==> config.mk <==
export PLATFORM = sky130hd
export DESIGN_NAME = memory_bus_arbiter
export DESIGN_NICKNAME = d
export VERILOG_FILES = /design/src/rtl/memory_bus_arbiter.sv
export SDC_FILE = /design/constraint.sdc
export NUM_CORES = 1
export LEC_CHECK = 0
export ABC_AREA = 1
export CORE_AREA = 4 4 285 287
export CTS_CLUSTER_DIAMETER = 40
export DETAILED_ROUTE_END_ITERATION = 7
export DIE_AREA = 0 0 289 291
export REMOVE_ABC_BUFFERS = 1
export SYNTH_ARGS = -nofsm -noshare
export SYNTH_HDL_FRONTEND = slang
export SYNTH_SLANG_ARGS = --single-unit
==> constraint.sdc <==
create_clock -name clock -period 3 [get_ports clock]
set_clock_uncertainty 0.2 [all_clocks]
set_input_delay 0.6 -clock clock [delete_from_list [all_inputs] [get_ports clock]]
set_output_delay 0.6 -clock clock [all_outputs]
set_load 0.01 [all_outputs]
==> src/rtl/memory_bus_arbiter.sv <==
// Arbitrates the single main-memory port between icache refill and dcache refill/write-back.
// Latency: strobes rise one edge after a request is seen in IDLE; completion is passed through combinationally.
// Backpressure: requesters stall on busywait until their completion cycle; memory stalls via mem_busywait.
module memory_bus_arbiter #(
    parameter int ADDR_W         = 28,
    parameter int DATA_W         = 128,
    parameter int TIMEOUT_CYCLES = 256
) (
    input  logic              clock,
    input  logic              reset,
    input  logic              ic_read,
    input  logic [ADDR_W-1:0] ic_address,
    output logic [DATA_W-1:0] ic_readdata,
    output logic              ic_busywait,
    input  logic              dc_read,
    input  logic              dc_write,
    input  logic [ADDR_W-1:0] dc_address,
    input  logic [DATA_W-1:0] dc_writedata,
    output logic [DATA_W-1:0] dc_readdata,
    output logic              dc_busywait,
    output logic              mem_read,
    output logic              mem_write,
    output logic [ADDR_W-1:0] mem_address,
    output logic [DATA_W-1:0] mem_writedata,
    input  logic [DATA_W-1:0] mem_readdata,
    input  logic              mem_busywait,
    output logic              bus_error
);

    typedef enum logic [1:0] {IDLE, SERVE_I, SERVE_D} state_t;

    localparam int WD_W = (TIMEOUT_CYCLES > 1) ? $clog2(TIMEOUT_CYCLES) : 1;
    localparam logic [WD_W-1:0] WD_LAST = WD_W'(TIMEOUT_CYCLES - 1);

    state_t            state;
    state_t            state_nxt;
    logic              last_grant_d;   // set when the dcache won the most recent tie
    logic [WD_W-1:0]   wd_cnt;
    logic              ic_req;
    logic              dc_req;
    logic              tie;
    logic              serving;
    logic              mem_done;
    logic              wd_expire;
    logic              xfer_done;

    assign ic_req    = ic_read;
    assign dc_req    = dc_read | dc_write;
    assign tie       = ic_req & dc_req;
    assign serving   = (state != IDLE);
    assign mem_done  = serving & ~mem_busywait;
    assign wd_expire = serving & mem_busywait & (wd_cnt == WD_LAST);
    assign xfer_done = mem_done | wd_expire;

    always_comb begin
        state_nxt = state;
        case (state)
            IDLE: begin
                if (tie)
                    state_nxt = last_grant_d ? SERVE_I : SERVE_D;
                else if (dc_req)
                    state_nxt = SERVE_D;
                else if (ic_req)
                    state_nxt = SERVE_I;
            end
            SERVE_I, SERVE_D: begin
                if (xfer_done)
                    state_nxt = IDLE;
            end
            default: state_nxt = IDLE;
        endcase
    end

    always_ff @(posedge clock) begin
        if (reset) begin
            state         <= IDLE;
            last_grant_d  <= 1'b0;
            mem_read      <= 1'b0;
            mem_write     <= 1'b0;
            mem_address   <= '0;
            mem_writedata <= '0;
            wd_cnt        <= '0;
            bus_error     <= 1'b0;
        end else begin
            state <= state_nxt;
            if (state == IDLE) begin
                wd_cnt <= '0;
                if (tie)
                    last_grant_d <= (state_nxt == SERVE_D);
                if (state_nxt == SERVE_I) begin
                    mem_read    <= 1'b1;
                    mem_write   <= 1'b0;
                    mem_address <= ic_address;
                end else if (state_nxt == SERVE_D) begin
                    // read+write together is resolved as a write
                    mem_read    <= ~dc_write;
                    mem_write   <= dc_write;
                    mem_address <= dc_address;
                    if (dc_write)
                        mem_writedata <= dc_writedata;
                end
            end else if (xfer_done) begin
                mem_read  <= 1'b0;
                mem_write <= 1'b0;
            end else begin
                wd_cnt <= wd_cnt + WD_W'(1);
            end
            if (wd_expire)
                bus_error <= 1'b1;
        end
    end

    assign ic_busywait = ic_req & ~((state == SERVE_I) & xfer_done);
    assign dc_busywait = dc_req & ~((state == SERVE_D) & xfer_done);
    assign ic_readdata = ((state == SERVE_I) & mem_done) ? mem_readdata : '0;
    assign dc_readdata = ((state == SERVE_D) & mem_done & mem_read) ? mem_readdata : '0;

endmodule

Word-level counts from Yosys, hierarchy flattened
Cells that the tools add are included.
{"block": "totals", "romBits": 0, "ram_bits": 0, "wordCells": 60, "mem_count": 0, "latchBits": 0, "regBits": 170, "inputBits": 318, "out_inout_bits": 417}
{"block": "op_classes", "add_sub_neg": 1, "magnitude_cmp": 0, "n_reduce_logical": 10, "n_div": 0, "eq_ne": 6, "multipliers": 0, "muxes": 17, "n_bitwise": 18, "shift": 0}
{"op": "128-bit two-way mux", "n": 2}
{"op": "28-bit two-way mux", "n": 2}
{"op": "1-bit AND", "n": 11}
{"op": "2-bit two-way mux", "n": 5}
{"op": "8-bit by 1-bit adder with 8-bit output (second input constant)", "n": 1}
{"op": "8-bit == test (second input constant)", "n": 1}
{"op": "1-bit two-way mux", "n": 7}
{"op": "2-bit AND reduction", "n": 3}
{"op": "2-bit nonzero test", "n": 3}
{"op": "1-bit inverter", "n": 5}
{"op": "2-bit by 1-bit == test with 1-bit output (second input constant)", "n": 2}
{"op": "2-bit == test (second input constant)", "n": 2}
{"op": "2-bit case mux with 2 select lines", "n": 1}
{"op": "4-bit AND reduction", "n": 1}
{"op": "2-bit OR reduction", "n": 2}
{"op": "3-bit by 1-bit inequality test with 1-bit output (second input constant)", "n": 1}
{"op": "2-bit zero test", "n": 1}
{"op": "1-bit bitwise OR", "n": 2}

Logic depth before layout (Yosys ltp)
{"block": "logic_depth", "ltp_word": 10, "ltp_mapped": 19, "depth_no_buf": 17}

Worst setup path before layout
OpenSTA, ideal clock, no wires.
{"block": "synth_path", "kind": "reg2reg", "startpoint": "register state[0]", "endpoint": "register mem_writedata[89]", "setup_slack_ps": 325, "arrival_ps": 2359, "n_path_buf": 2, "required_ps": 2684, "stages_incl_launch_ff": 20, "setup_ps": 116, "synth_period_minus_slack_ps": 2675, "cell_sequence": "dfxtp_1 inv_1 ha_1 inv_1 nand2_1 nor2_1 nand2_2 nand3_1 nand2_1 nand2_1 inv_1 ha_1 inv_1 nand2_1 nor2_4 inv_2 buf_2 buf_6 nor2_1 nor2_1"}
{"block": "synth_between", "elab_chain_len": 9, "word_cells_on_any_way": 18, "classes_between": "4 x eq/ne; 5 x mux; 5 x bitwise; 4 x reduce/logical"}
{"item": "start, declared", "line_no": "35", "rtl": "state_t state;"}
{"item": "start signal, assigned", "line_no": "85", "rtl": "state <= state_nxt;"}
{"item": "2-bit nonzero test", "line_no": "50", "rtl": "assign serving = (state != IDLE);"}
{"item": "1-bit AND (2 in series)", "line_no": "52", "rtl": "assign wd_expire = serving & mem_busywait & (wd_cnt == WD_LAST);"}
{"item": "1-bit bitwise OR", "line_no": "53", "rtl": "assign xfer_done = mem_done | wd_expire;"}
{"item": "2-bit two-way mux", "line_no": "67", "rtl": "if (xfer_done)"}
{"item": "2-bit case mux with 2 select lines *", "line_no": "57", "rtl": "case (state)"}
{"item": "via state_nxt[0]", "line_no": "36", "rtl": "state_t state_nxt;"}
{"item": "2-bit by 1-bit == test with 1-bit output", "line_no": "90", "rtl": "if (state_nxt == SERVE_I) begin"}
{"item": "1-bit inverter (no source line)"}
{"item": "4-bit AND reduction (no source line) *"}
{"item": "end signal, assigned", "line_no": "100", "rtl": "mem_writedata <= dc_writedata;"}
{"item": "end, declared", "line_no": "24", "rtl": "output logic [DATA_W-1:0] mem_writedata,"}
Mark *: on every way through the listed nets, which the timed path passes. The rest lies on a longest branch.
A chain may end at the register's enable or synchronous reset.

Final worst setup path
{"block": "layout_path", "startpoint": "register state[1]", "endpoint": "output dc_readdata[5]"}
{"block": "layout_between", "elab_chain_len": 5, "word_cells_on_any_way": 6, "classes_between": "1 x eq/ne; 1 x mux; 3 x bitwise; 1 x reduce/logical"}
{"item": "2-bit nonzero test", "line_no": "50"}
{"item": "1-bit AND", "line_no": "51", "rtl": "assign mem_done = serving & ~mem_busywait;"}
{"item": "1-bit AND * (2 in series)", "line_no": "116", "rtl": "assign dc_readdata = ((state == SERVE_D) & mem_done & mem_read) ? mem_readdata : '0;"}
{"item": "128-bit two-way mux *", "line_no": "116"}
{"item": "end, declared", "line_no": "19", "rtl": "output logic [DATA_W-1:0] dc_readdata,"}
Every way passes the cells marked *; elsewhere a longest branch is shown, timed or not.

==> results_dict.tcl <==
set metrics [dict create \
    hold_path_class "register to register" \
    io_pins 735 \
    path_clk_slew_ns 0.08 \
    cts_tree "built" \
    die_area_sq_um 84100 \
    worst_slew_pin_slew_ns 0.450 \
    layout-drive-gt1-share_pct 15.5 \
    syn_inst 1258 \
    ys_seq_area_share_pct 41.8 \
    syn-cell-area_sq_um 8140 \
    area_growth_pct 116 \
    nNetsFinal 2349 \
    hold_viol 0 \
    power.share.sequential_pct 35.6 \
    coreArea_sq_um 78600 \
    grt_pass1_vias 10100 \
    numCtsBuffers 17 \
    netSwitchingPower_mw 2.78 \
    power.leakage_nw 8.93 \
    clock-sinks 170 \
    drtIter0Drc 555 \
    fmax_ghz 0.335 \
    intPower_mw 5.34 \
    relSlewSlack_pct 69.9 \
    yosysWarningCount 0 \
    portBuffers 734 \
    finalWirelength_mm 50.6 \
    min_period_over_period_pct 99.6 \
    status "finished, final reports clean" \
    whs_ns 0.262 \
    postCtsHoldBufs 0 \
    wl_per_cell_um 16.4 \
    place_congestion 0.869 \
    drv_cap 0 \
    synth-async-reset-ratio_pct 0 \
    crit_required_ns 2.20 \
    grt_usage_pct 10.9 \
    finalPower_mw 8.12 \
    hpwl_mm 39.4 \
    finalSetupViolations 0 \
    h-tree-depth 4 \
    finalCriticalPeriod_ns 2.99 \
    synth_area_per_cell_sq_um 6.47 \
    insertion_delay_ns 0.49 \
    antenna_found_initial 10 \
    placed_cell_area_sq_um 17000 \
    slew_violations 0 \
    power_density_nw_per_um2 461 \
    yosysUniqueCellTypes 25 \
    critPathCaptureType "output pin" \
    grt_first_pass_wirelength_mm 67.9 \
    vias 10600 \
    grt_max_degree 61 \
    comb_power_share_pct 35.9 \
    synth_edf_count 0 \
    critical_path.max_fanout 12 \
    remaining_drc_errors 0 \
    fin_ws_ns 0.0126 \
    ir_drop_v 0.000570 \
    finish.utilization_pct 22.4 \
    synth_seq_cells 170 \
    start_util_pct 10.4 \
    overflow 0 \
    fp.dieW_um 289 \
    p_clk_share_pct 28.5 \
    synth-main-ff-cell "dfxtp_1" \
    die_y_um 291 \
    ant_nets 0 \
    placementRows 103 \
    post-place-ws_ns -0.453 \
    arrival_ns 2.19 \
    crit_type "register to output pin" \
    grt_setup_unrepaired "yes" \
    stdcell_area_sq_um 17600 \
    switching_share_pct 34.2 \
    firstDrtPassIters 5 \
    routed_via_density 3.44 \
    root_buffer "clkbuf_16" \
    critPathLaunchType "register" \
    clock_path_buffers 2 \
]
## cell usage in the layout, fill, tap and decap left out, types with 5 or more instances in the layout
cell,netlist,layout
buf_12,0,14
dlymetal6s2s_1,0,46
dfxtp_1,170,166
buf_16,0,5
a21oi_1,10,10
o21ai_1,23,27
nand2_1,91,89
inv_1,149,145
nor2_4,1,8
nor2_1,527,503
buf_6,24,16
a31oi_1,28,28
buf_4,3,59
nand3_1,14,13
diode_2,0,6
o21ai_0,139,135
clkbuf_2,0,85
dlygate4sd2_1,0,57
clkdlybuf4s15_1,0,19
clkdlybuf4s50_1,0,475
clkbuf_16,0,22
nor2_2,2,19
buf_2,35,47
## worst paths after layout
kind / from / to / slack, ns / depth (start not counted)
setup / recovery: state[1] / dc_readdata[5] / 0.01 / 10
hold / removal: bus_error / bus_error / 0.26 / 2
setup reg to reg: state[1] / mem_writedata[7] / 0.19 / 19
hold reg to reg: bus_error / bus_error / 0.26 / 2
## cell families after synthesis
logic type	Yosys count	share of synthesized area [%]
compound gates	203	13.0
xor+xnor	1	0.108
fa+ha+maj	7	1.08
buf+inv	237	13.9
flops	170	41.8
simple gates	640	30.1
## synth_stat cells (2+ instances only)
cell / number / share of area (%)
nor2_1: 527 / 24
dfxtp_1: 170 / 42
inv_1: 149 / 6.9
o21ai_0: 139 / 8.5
nand2_1: 91 / 4.2
buf_2: 35 / 2.2
a31oi_1: 28 / 2.2
buf_6: 24 / 3.3
o21ai_1: 23 / 1.4
clkbuf_1: 22 / 1.0
nand3_1: 14 / 0.86
a21oi_1: 10 / 0.61
ha_1: 7 / 1.1
buf_4: 3 / 0.28
nand4_1: 3 / 0.23
clkbuf_4: 2 / 0.18
inv_2: 2 / 0.092
nor2_2: 2 / 0.15
## routing by layer
metal / vias to the layer above / track usage (%) / wire, um / share of wire (%)
li1: 5385 / - / - / -
met1: 4739 / 12.3 / 20300 / 40
met2: 462 / 19.5 / 25000 / 49
met3: 53 / 3.65 / 4320 / 8.5
met4: 8 / 3.13 / 1000 / 2.0
met5: - / 0 / 46 / 0.091
## per-stage QoR
step,instances,setup TNS [ns]
finish,3093,0
global route,3088,-0.172
CTS,3078,-15.90
detailed placement,3034,-106.80
global placement,3034,-99.76
floorplan,1172,-645.23
## area by class of cell
type,count,area (sq um)
Sequential cell,170,3410
Multi-Input combinational cell,851,3750
Clock inverter,15,170
Clock buffer,17,425
Inverter,151,579
Fill cell,8783,61000
Tap cell,1050,1310
Antenna cell,6,15.0
Timing Repair Buffer,833,7930
## power groups by stage
stage | clock, mW | combinational [mW] | sequential, mW
after floorplan | 0 | 0.760 | 3.09
after global placement | 0 | 2.82 | 2.93
after detailed placement | 0 | 2.81 | 2.93
after CTS | 2.43 | 2.85 | 2.89
after global routing | 2.51 | 3.16 | 2.95
final | 2.31 | 2.92 | 2.89
## state kept, by name, indices dropped and copies added, names as in the netlist
name / count
mem_writedata: 128
mem_address: 28
wd_cnt: 8
state: 2
bus_error: 1
last_grant_d: 1
mem_read: 1
mem_write: 1
## critical path, cell delays in order, from the launching register on
cell	delay, ns
dfxtp_2	0.34
inv_2	0.05
ha_4	0.17
nor2_4	0.09
buf_6	0.13
nand3_4	0.13
buf_12	0.17
buf_16	0.14
buf_4	0.16
nor2_1	0.14
clkbuf_2	0.17
## repair_timing
item | 4_1_cts | 5_1_grt
gates resized for setup | 363 | 327
gates cloned | 5 | 5
endpoints found under the setup margin | 258 | 326
buffers inserted | 7 | 7
pin swaps | 3 | 5
Power figures use the tool's default switching activity.
